### config.mk
export PLATFORM = sky130hd
export DESIGN_NAME = trap_ctrl
export DESIGN_NICKNAME = d
export VERILOG_FILES = /design/src/rtl/trap_ctrl.sv
export SDC_FILE = /design/constraint.sdc
export NUM_CORES = 1
export LEC_CHECK = 0
export BUFFER_PORTS_ARGS = -buffer_cell sky130_fd_sc_hd__buf_2
export CAP_MARGIN = 5
export CORE_AREA = 2 2 180 182
export DETAILED_ROUTE_END_ITERATION = 6
export DIE_AREA = 0 0 182 184
export GPL_TIMING_DRIVEN = 0
export PLACE_DENSITY_LB_ADDON = 0.3
export SYNTH_ARGS = -nofsm -noshare
export SYNTH_HDL_FRONTEND = slang
export SYNTH_SLANG_ARGS = --single-unit
### constraint.sdc
create_clock -name clk -period 2.1 [get_ports clk]
set_input_delay 0.21 -clock clk [delete_from_list [all_inputs] [get_ports clk]]
set_output_delay 0.21 -clock clk [all_outputs]
set_load 0.02 [all_outputs]
### src/rtl/trap_ctrl.sv
// Trap sequencer in front of the machine CSR file: records mepc/mcause on an
// exception, redirects to mtvec, returns via mepc on mret, else passes software CSR accesses.
module trap_ctrl #(
    parameter int DATA_WIDTH = 64,
    parameter int ADDR_WIDTH = 2
) (
    input  logic                  clk,
    input  logic                  arstn,
    input  logic                  i_trap_req,
    input  logic [DATA_WIDTH-1:0] i_trap_pc,
    input  logic [DATA_WIDTH-1:0] i_trap_cause,
    input  logic                  i_mret,
    input  logic                  i_sw_we,
    input  logic [ADDR_WIDTH-1:0] i_sw_addr,
    input  logic [DATA_WIDTH-1:0] i_sw_wdata,
    output logic [DATA_WIDTH-1:0] o_sw_rdata,
    output logic                  o_csr_write_en,
    output logic [ADDR_WIDTH-1:0] o_csr_write_addr,
    output logic [DATA_WIDTH-1:0] o_csr_write_data,
    output logic [ADDR_WIDTH-1:0] o_csr_read_addr,
    input  logic [DATA_WIDTH-1:0] i_csr_read_data,
    output logic                  o_redirect_valid,
    output logic [DATA_WIDTH-1:0] o_redirect_pc,
    output logic                  o_busy
);

    localparam logic [ADDR_WIDTH-1:0] ADDR_MEPC   = ADDR_WIDTH'(0);
    localparam logic [ADDR_WIDTH-1:0] ADDR_MCAUSE = ADDR_WIDTH'(1);
    localparam logic [ADDR_WIDTH-1:0] ADDR_MTVEC  = ADDR_WIDTH'(2);
    localparam logic [ADDR_WIDTH-1:0] ADDR_RSVD   = ADDR_WIDTH'(3);

    typedef enum logic [2:0] {
        IDLE     = 3'd0,
        WR_EPC   = 3'd1,
        WR_CAUSE = 3'd2,
        TRAP_JMP = 3'd3,
        RET_JMP  = 3'd4
    } state_t;

    state_t                state_r;
    state_t                state_next_s;
    logic [DATA_WIDTH-1:0] pc_q;
    logic [DATA_WIDTH-1:0] cause_q;

    // Only direct vector mode exists, so the low two bits of a target are dropped.
    function automatic logic [DATA_WIDTH-1:0] align4(input logic [DATA_WIDTH-1:0] addr);
        return {addr[DATA_WIDTH-1:2], 2'b00};
    endfunction

    // State register and the trap context captured when a trap is accepted.
    always_ff @(posedge clk or negedge arstn) begin
        if (!arstn) begin
            state_r <= IDLE;
            pc_q    <= {DATA_WIDTH{1'b0}};
            cause_q <= {DATA_WIDTH{1'b0}};
        end else begin
            state_r <= state_next_s;
            if (state_r == IDLE && i_trap_req) begin
                pc_q    <= i_trap_pc;
                cause_q <= i_trap_cause;
            end else begin
                pc_q    <= pc_q;
                cause_q <= cause_q;
            end
        end
    end

    // Next-state selection and all CSR/redirect outputs.
    always_comb begin
        state_next_s     = state_r;
        o_csr_write_en   = 1'b0;
        o_csr_write_addr = ADDR_MEPC;
        o_csr_write_data = {DATA_WIDTH{1'b0}};
        o_csr_read_addr  = ADDR_MEPC;
        o_sw_rdata       = {DATA_WIDTH{1'b0}};
        o_redirect_valid = 1'b0;
        o_redirect_pc    = {DATA_WIDTH{1'b0}};
        o_busy           = 1'b1;
        case (state_r)
            IDLE: begin
                o_busy          = 1'b0;
                o_csr_read_addr = i_sw_addr;
                o_sw_rdata      = i_csr_read_data;
                if (i_trap_req) begin
                    state_next_s = WR_EPC;
                end else if (i_mret) begin
                    state_next_s = RET_JMP;
                end else begin
                    // Reserved address has no backing register; such writes vanish.
                    o_csr_write_en   = i_sw_we && (i_sw_addr != ADDR_RSVD);
                    o_csr_write_addr = i_sw_addr;
                    o_csr_write_data = i_sw_wdata;
                    state_next_s     = IDLE;
                end
            end
            WR_EPC: begin
                o_csr_write_en   = 1'b1;
                o_csr_write_addr = ADDR_MEPC;
                o_csr_write_data = pc_q;
                state_next_s     = WR_CAUSE;
            end
            WR_CAUSE: begin
                o_csr_write_en   = 1'b1;
                o_csr_write_addr = ADDR_MCAUSE;
                o_csr_write_data = cause_q;
                state_next_s     = TRAP_JMP;
            end
            TRAP_JMP: begin
                o_csr_read_addr  = ADDR_MTVEC;
                o_redirect_valid = 1'b1;
                o_redirect_pc    = align4(i_csr_read_data);
                state_next_s     = IDLE;
            end
            RET_JMP: begin
                o_csr_read_addr  = ADDR_MEPC;
                o_redirect_valid = 1'b1;
                o_redirect_pc    = align4(i_csr_read_data);
                state_next_s     = IDLE;
            end
            default: begin
                o_busy       = 1'b0;
                state_next_s = IDLE;
            end
        endcase
    end

endmodule

# [Word-level counts from Yosys, hierarchy flattened]
# Index checks and enable logic that the tools add are counted.
[word_totals] reg_bits=131 elab_cells=31
[classes] reduce_logical=6 mux=17 n_eq_ne=5
[op_table] operator="$mux 64" n=4
[op_table] operator="$pmux 64 s3" n=1
[op_table] operator="$pmux 3 s3" n=1
[op_table] operator="$pmux 2 s2" n=2
[op_table] operator="$eq 3x2->1 const B" n=2
[op_table] operator="$mux 3" n=2
[op_table] operator="$mux 1" n=4
[op_table] operator="$mux 2" n=2
[op_table] operator="$reduce_or 2->1" n=2
[op_table] operator="$reduce_or 4->1" n=1
[op_table] operator="$eq 3x1->1 const B" n=1
[op_table] operator="$eq 3x3->1 const B" n=1
[op_table] operator="$logic_not 3->1" n=1
[op_table] operator="$logic_and 1x1->1" n=2
[op_table] operator="$ne 2x2->1 const B" n=1
[op_table] operator="$pmux 1 s2" n=1

# [Logic depth before layout (Yosys ltp)]
# Gate-level depths: netlist (run 1).
[depth] depth_word=5 ltp_mapped=5 mapped_depth_nobuf=2

# [Worst setup path after synthesis (run 1)]
# No wires, ideal clock.
[synth_path] kind="register to output" startpoint="register state_r[0]" endpoint="output port o_redirect_pc[44]" t_required_ns=1.890 t_arrival_ns=1.664 path_slack_ns=0.226 stages_incl_launch_ff=5 path_cell_list="dfrtp_1 -> or3b_1 -> clkbuf_2 -> clkbuf_1 -> a21boi_0"
[synth_between] elab_chain_len=3
[synth_rtl] item="start: declaration" line_no="40" rtl="state_t state_r;"
[synth_rtl] item="start signal: assignment" line_no="57" rtl="state_r <= state_next_s;"
[synth_rtl] item="$eq 3x3->1 / $eq 3x2->1 (equally long branches)" line_no="79" rtl="case (state_r)"
[synth_rtl] item="$reduce_or 2->1 (no source line) (*)"
[synth_rtl] item="$mux 64 (*)" line_no="79"
[synth_rtl] item="end: declaration" line_no="23" rtl="output logic [DATA_WIDTH-1:0] o_redirect_pc,"
# Every way passes the cells marked *; elsewhere a longest branch is shown, timed or not.

# [Final worst setup path (run 1)]
[layout_path] startpoint="register state_r[0]" endpoint="output port o_csr_read_addr[1]"
[layout_between] elab_chain_len=2
[layout_rtl] item="$eq 3x2->1 / $logic_not 3->1 (equally long branches)" line_no="79"
[layout_rtl] item="$pmux 2 s2 (*)" line_no="79"
[layout_rtl] item="end: declaration" line_no="20" rtl="output logic [ADDR_WIDTH-1:0] o_csr_read_addr,"
# Marks and branches as above.

==> impl_metrics.ini, run 1 <==
[outcome]
status = finished with violations
violations = negative setup slack

[routing]
vias = 8674
drt-initial-drc-count = 324
drc_errors = 0
via_per_inst = 5.06
wire_per_inst_um = 24.0
wirelength_um = 41200
dr.pass1.iters = 4
ant_nets = 0

[worst_setup_path]
crit_path_end = o_csr_read_addr[1]
crit_chain = buf_12 -> buf_12 -> buf_12 -> or3b_4 -> a21oi_4 -> buf_6
critical-path-max-stage-delay_ns = 0.45
crit_required_ns = 1.89
cp-start-kind = flop
critPathArrivalTime_ns = 2.03
crit_buf_inv = 4
end_kind = output pin
r2r_cells = 7
rrSetupSlack_ns = 0.01
r2r-end = pc_q[34]$_DFFE_PN0P_
worst-path-stages = 6
cpMaxStageDelayCell = dfrtp_2
critPathMaxFanout = 9
r2r_start = state_r[0]$_DFF_PN0_
crit_start = state_r[0]$_DFF_PN0_
crit_type = reg -> out
critPathMostFrequentCell = buf_12
crit_family = buffers and inverters

[logic_synthesis]
synth_top_area_share_pct = 37.4
synthMostInstantiatedCell = dfrtp_1
syn_inst = 770
synth.largest_area_cell = dfrtp_1
synth_common_cells = dfrtp_1, mux2_2, nor4bb_1
synth-main-ff-cell = dfrtp_1
synth-seq-cells = 131
synth.distinct_cells = 32
ys_seq_area_share_pct = 37.4
ys_warn_count = 0
async_flop_share_pct = 100
synth-edff-count = 0
ys_top_cells_by_area = dfrtp_1, mux2_2, nor4bb_1
avgSynthCellArea_sq_um = 11.4
netlist_area_sq_um = 8770

[placement]
numPortBuffers = 457
dp_hpwl_um = 29900
gp_congestion = 0.835
post_dp_cell_area_sq_um = 11600

[sta]
rsz0062_at_grt = yes
maxSlewHeadroom_pct = 60.6
hold_slack_ns = 0.0145
worst_slew_pin_slew_ns = 0.591
hold_viol = 0
min_period_ns = 2.24
maxSlewViolCount = 0
setup_slack_ns = -0.137
clock_skew_ns = 0.00633
clock.fmax_ghz = 0.447
setup_viol = 149
period_share_pct = 107

[power]
cellLeakagePower_nw = 7.11
seqPwrFrac_pct = 18.6
power_switching_share_pct = 39.2
power_density_nw_per_um2 = 1600
ir_drop_uv = 836
combPwrFrac_pct = 69.4
clockPowerShare_pct = 12.0
p_switching_mw = 9.37
p_int_mw = 14.5

[floorplan]
die_w_um = 182
num_rows = 65
io_pins = 462
dieArea_sq_um = 33500
initial_core_util_pct = 27.9
fp.coreArea_sq_um = 31400
die_h_um = 184

[clock_tree]
clk_pin_slew_ns = 0.07
cts_buffers = 17
cts_buffer_depth = 2
clock_sinks = 131
cts_tree = built
root_buffer = clkbuf_16
h-tree-depth = 4
clock_latency_ns = 0.42

[global_route]
antenna_found_initial = 18
grt_pass1_wl_um = 57600
track_usage_pct = 23.1
grt_pass1_vias = 8941
grt_overflow = 0
grt_max_degree = 92

[cells_and_area]
final_nets = 1555
syn2layout_area_growth_pct = 70.8
drive_above_1_share_pct = 70.1
n_fill_cell = 2906
finalInstanceArea_sq_um = 15000

[run]
drv_cap = 0

[hold_path]
hold_class = in -> reg
## metrics by stage
stage | TNS, ns | utilization [%] | worst slack [ns] | instances | power (mW)
6_report | -5.94 | 47.7 | -0.137 | 1714 | 23.9
4_1_cts | -12.37 | 44.7 | -0.138 | 1686 | 22.2
3_5_place_dp | -15.57 | 36.9 | -0.441 | 1631 | 15.8
2_1_floorplan | 0 | - | 0.226 | 771 | 12.0
3_3_place_gp | -167.05 | 36.8 | -1.19 | 1630 | 15.6
5_1_grt | -26.68 | 47.7 | -0.194 | 1714 | 25.1
## cell families after synthesis
| family | synth area share, % |
|---|---|
| AO/OA/AOI/OAI | 12.2 |
| XOR/XNOR | 0.0999 |
| buffers and inverters | 6.47 |
| flip-flops | 37.4 |
| multiplexers | 16.4 |
| other | 0.0428 |
| AND/OR/NAND/NOR | 27.3 |
## metal layers
| layer | global-route usage [%] | part of all wire (%) | vias up | wire (um) |
|---|---|---|---|---|
| li1 | - | - | 3967 | - |
| met1 | 27.0 | 40 | 4299 | 16300 |
| met2 | 41.8 | 52 | 316 | 21400 |
| met3 | 4.81 | 5.1 | 76 | 2120 |
| met4 | 8.42 | 3.1 | 16 | 1270 |
| met5 | 0 | 0.28 | - | 115 |
## final cells by class
| type | instances | area (sq um) | area share, % |
|---|---|---|---|
| multi-input combinational | 537 | 5520 | 36.8 |
| timing repair buffer | 502 | 3950 | 26.4 |
| sequential | 131 | 3280 | 21.9 |
| buffer | 103 | 1150 | 7.66 |
| tap | 402 | 503 | 3.36 |
| clock buffer | 19 | 443 | 2.96 |
| clock inverter | 11 | 109 | 0.727 |
| antenna | 9 | 22.5 | 0.150 |
## cell usage in the layout, fill, tap and decap left out, drive strengths merged
cell type	count
a211o	64
a211oi	1
a21boi	62
a21o	1
a21oi	1
a22o	1
and2	65
and3	1
and3b	1
and4bb	41
buf	553
bufinv	1
clkbuf	70
clkinv	5
clkinvlp	4
conb	2
dfrtp	131
diode	9
dlygate4sd3	1
inv	1
mux2	128
nand2	2
nand3b	2
nor2	4
nor3	1
nor3b	65
nor4b	1
nor4bb	88
o21a	2
or3b	3
xnor2	1
## power groups by stage
stage	registers, mW	logic, mW	clock network (mW)
4_1_cts	4.44	14.9	2.90
6_report	4.45	16.6	2.86
5_1_grt	4.61	17.4	3.02
2_1_floorplan	4.25	7.74	0
3_5_place_dp	4.47	11.3	0
3_3_place_gp	4.43	11.2	0
## what timing repair did
action / in CTS / in global routing
hold buffers: 1 / 0
endpoints found under the setup margin: 197 / 195
pin swaps: 48 / 47
hold endpoints to repair: 40 / 0
buffers inserted: 14 / 9
gates cloned: 10 / 12
resized for setup: 492 / 226
## state kept, by name (all words and copies together), names as in the netlist
| register | flops |
|---|---|
| state_r | 3 |
| cause_q | 64 |
| pc_q | 64 |
## worst register-to-register path, delay by kind of cell (launching register included)
family / cells / cell delay, ns
and+or+nand+nor: 1 / 0.28
DFF: 1 / 0.45
muxes: 1 / 0.35
buffers and inverters: 5 / 0.89
## how the worst min path moves through the flow
stage	start	end	cells after the start
floorplan	arstn	cause_q[0]$_DFFE_PN0P_	0
global placement	i_trap_cause[6]	cause_q[6]$_DFFE_PN0P_	2
detailed placement	arstn	cause_q[62]$_DFFE_PN0P_	1
CTS	i_trap_pc[25]	pc_q[25]$_DFFE_PN0P_	2
global route	i_trap_pc[49]	pc_q[49]$_DFFE_PN0P_	2
finish	i_trap_pc[25]	pc_q[25]$_DFFE_PN0P_	2
Power figures use the tool's default switching activity.
==> inputs of run 2 (changes only) <==
- PLACE_DENSITY: not set -> 0.5
- PLACE_DENSITY_LB_ADDON: 0.3 -> not set
==> run 2 against run 1 <==
- the run still ends with negative setup slack left
- clock power is 13% higher
- maximum frequency is 0.21% higher
- design area is 1.4% lower
- clock skew is 0.00092 ns lower
- combinational power is 13% lower
- largest power group unchanged
- wire length is 2.0% lower
- via count is 2.2% higher
- sequential cell count stayed put
- final cell count is 3.3% higher
- register-to-register slack better by 0.09 ns
- sequential share of layout area is 0.32 points higher
- global-route usage is 0.14 points lower
==> impl_metrics.ini, run 2 (synthesis gave the netlist of run 1 again) <==
[cells_and_area]
multiInputGateArea_sq_um = 5300
final_nets = 1609
layout_common_cells = buf_2, mux2_2, dfrtp_1
syn2layout_area_growth_pct = 68.4
largestRegisters = cause_q x64, pc_q x64, state_r x3
drive_above_1_share_pct = 62.3
fin_util_pct = 47.0
seq_area_sq_um = 3280
final_common_cell = buf_2
n_fill_cell = 3001
finalInstanceArea_sq_um = 14800

[sta]
period_share_pct = 106
min_period_ns = 2.23
maxSlewViolCount = 0
worst_slew_pin_slew_ns = 0.636
setup_tns_ns = -10.37
hold_viol = 0
setup_viol = 170
clock.fmax_ghz = 0.448
rsz0062_at_grt = yes
maxSlewHeadroom_pct = 57.6
hold_slack_ns = 0.0164
clock_skew_ns = 0.00541
setup_slack_ns = -0.133

[power]
cellLeakagePower_nw = 7.09
power_mw = 22.2
ir_drop_uv = 643
power_density_nw_per_um2 = 1500

[global_route]
track_usage_pct = 23.0
grt_pass1_vias = 9167
grt_pass1_wl_um = 57300
grt_overflow = 0
grt_max_degree = 72
antenna_found_initial = 13

[routing]
wire_per_inst_um = 22.8
drc_errors = 0
wirelength_um = 40300
drt-initial-drc-count = 292
via_per_inst = 5.01
dr.pass1.iters = 4
ant_nets = 0
vias = 8863

[placement]
gp_congestion = 0.819
numPortBuffers = 457
post_dp_cell_area_sq_um = 11600
dp_hpwl_um = 30400

[floorplan]
die_w_um = 182
dieArea_sq_um = 33500
io_pins = 462
initial_core_util_pct = 27.9
fp.coreArea_sq_um = 31400
num_rows = 65
die_h_um = 184

[worst_setup_path]
critPathArrivalTime_ns = 2.02
cp-start-kind = flop
end_kind = output pin
crit_type = reg -> out
critPathMostFrequentCell = buf_12
critical-path-max-stage-delay_ns = 0.44
critPathMaxFanout = 10
cpMaxStageDelayCell = dfrtp_2
crit_required_ns = 1.89
crit_chain = buf_12 -> buf_12 -> clkbuf_16 -> and4bb_2 -> a211o_1 -> buf_6

[outcome]
violations = negative setup slack
status = finished with violations

[clock_tree]
clock_sinks = 131
root_buffer = clkbuf_16
cts_buffer_depth = 2
clk_pin_slew_ns = 0.06
cts_tree = built
cts_buffers = 17
clock_latency_ns = 0.44
h-tree-depth = 4

[hold_path]
hold_class = in -> reg

[run]
drv_cap = 0
## run 2: cell types whose count changed in the layout (fill, tap and decap cells not counted), sizes merged
cell / before / now
clkbuf: 70 / 61
bufinv: 1 / 4
nand3b: 2 / 1
inv: 1 / 3
clkinv: 5 / 4
dlygate4sd3: 1 / 80
buf: 553 / 536
## run 2: per-layer routing
metal	wire length (um)	global-route usage, %
met4	1460	9.68
met5	66	0
met3	2160	4.95
met1	15900	26.3
met2	20800	41.5
## run 2: cell type report
cell class,instances,area share [%]
diodes,9,0.153
clock buffers,17,2.88
multi-input cells,536,35.9
clock inverters,15,1.38
plain buffers,103,6.73
repair buffers,557,27.3
flip-flops and latches,131,22.2
well taps,402,3.41
## run 2: final timing paths
path / startpoint / to / slack (ns) / cells past startpoint
setup reg to reg: state_r[0]$_DFF_PN0_ / cause_q[62]$_DFFE_PN0P_ / 0.10 / 6
hold / removal: i_trap_pc[43] / pc_q[43]$_DFFE_PN0P_ / 0.02 / 2
hold reg to reg: cause_q[50]$_DFFE_PN0P_ / cause_q[50]$_DFFE_PN0P_ / 0.50 / 1
setup / recovery: state_r[0]$_DFF_PN0_ / o_csr_write_data[27] / -0.13 / 6
max in group asynchronous: arstn / state_r[1]$_DFF_PN0_ / 0.95 / 3
min in group asynchronous: arstn / pc_q[62]$_DFFE_PN0P_ / 0.32 / 2
## run 2: stage by stage
step                      setup WS [ns]  cells
after floorplan                   0.226    771
final                            -0.133   1770
after global routing             -0.194   1766
after detailed placement         -0.221   1631
after global placement            -1.26   1630
after CTS                        -0.175   1750
## run 2: critical path, delay by kind of cell, from the launching register on
family,cells,cell delay (ns)
buffers and inverters,4,0.61
flip-flops,1,0.44
AO/OA/AOI/OAI,1,0.30
AND/OR/NAND/NOR,1,0.22
## run 2: what timing repair did
item / CTS / global route
buffers inserted: 7 / 6
cloned: 1 / 6
endpoints found under the hold margin: 138 / 1
setup endpoints to repair: 197 / 197
resized for setup: 241 / 324
hold buffers: 79 / 1
pin swaps: 10 / 9
## run 2: report_power, final
group          internal (mW)  switching [mW]  total, mW
Clock                   1.99            1.25       3.24
Sequential              3.83           0.637       4.47
Combinational           7.47            7.01       14.5
Total                   13.3            8.90       22.2
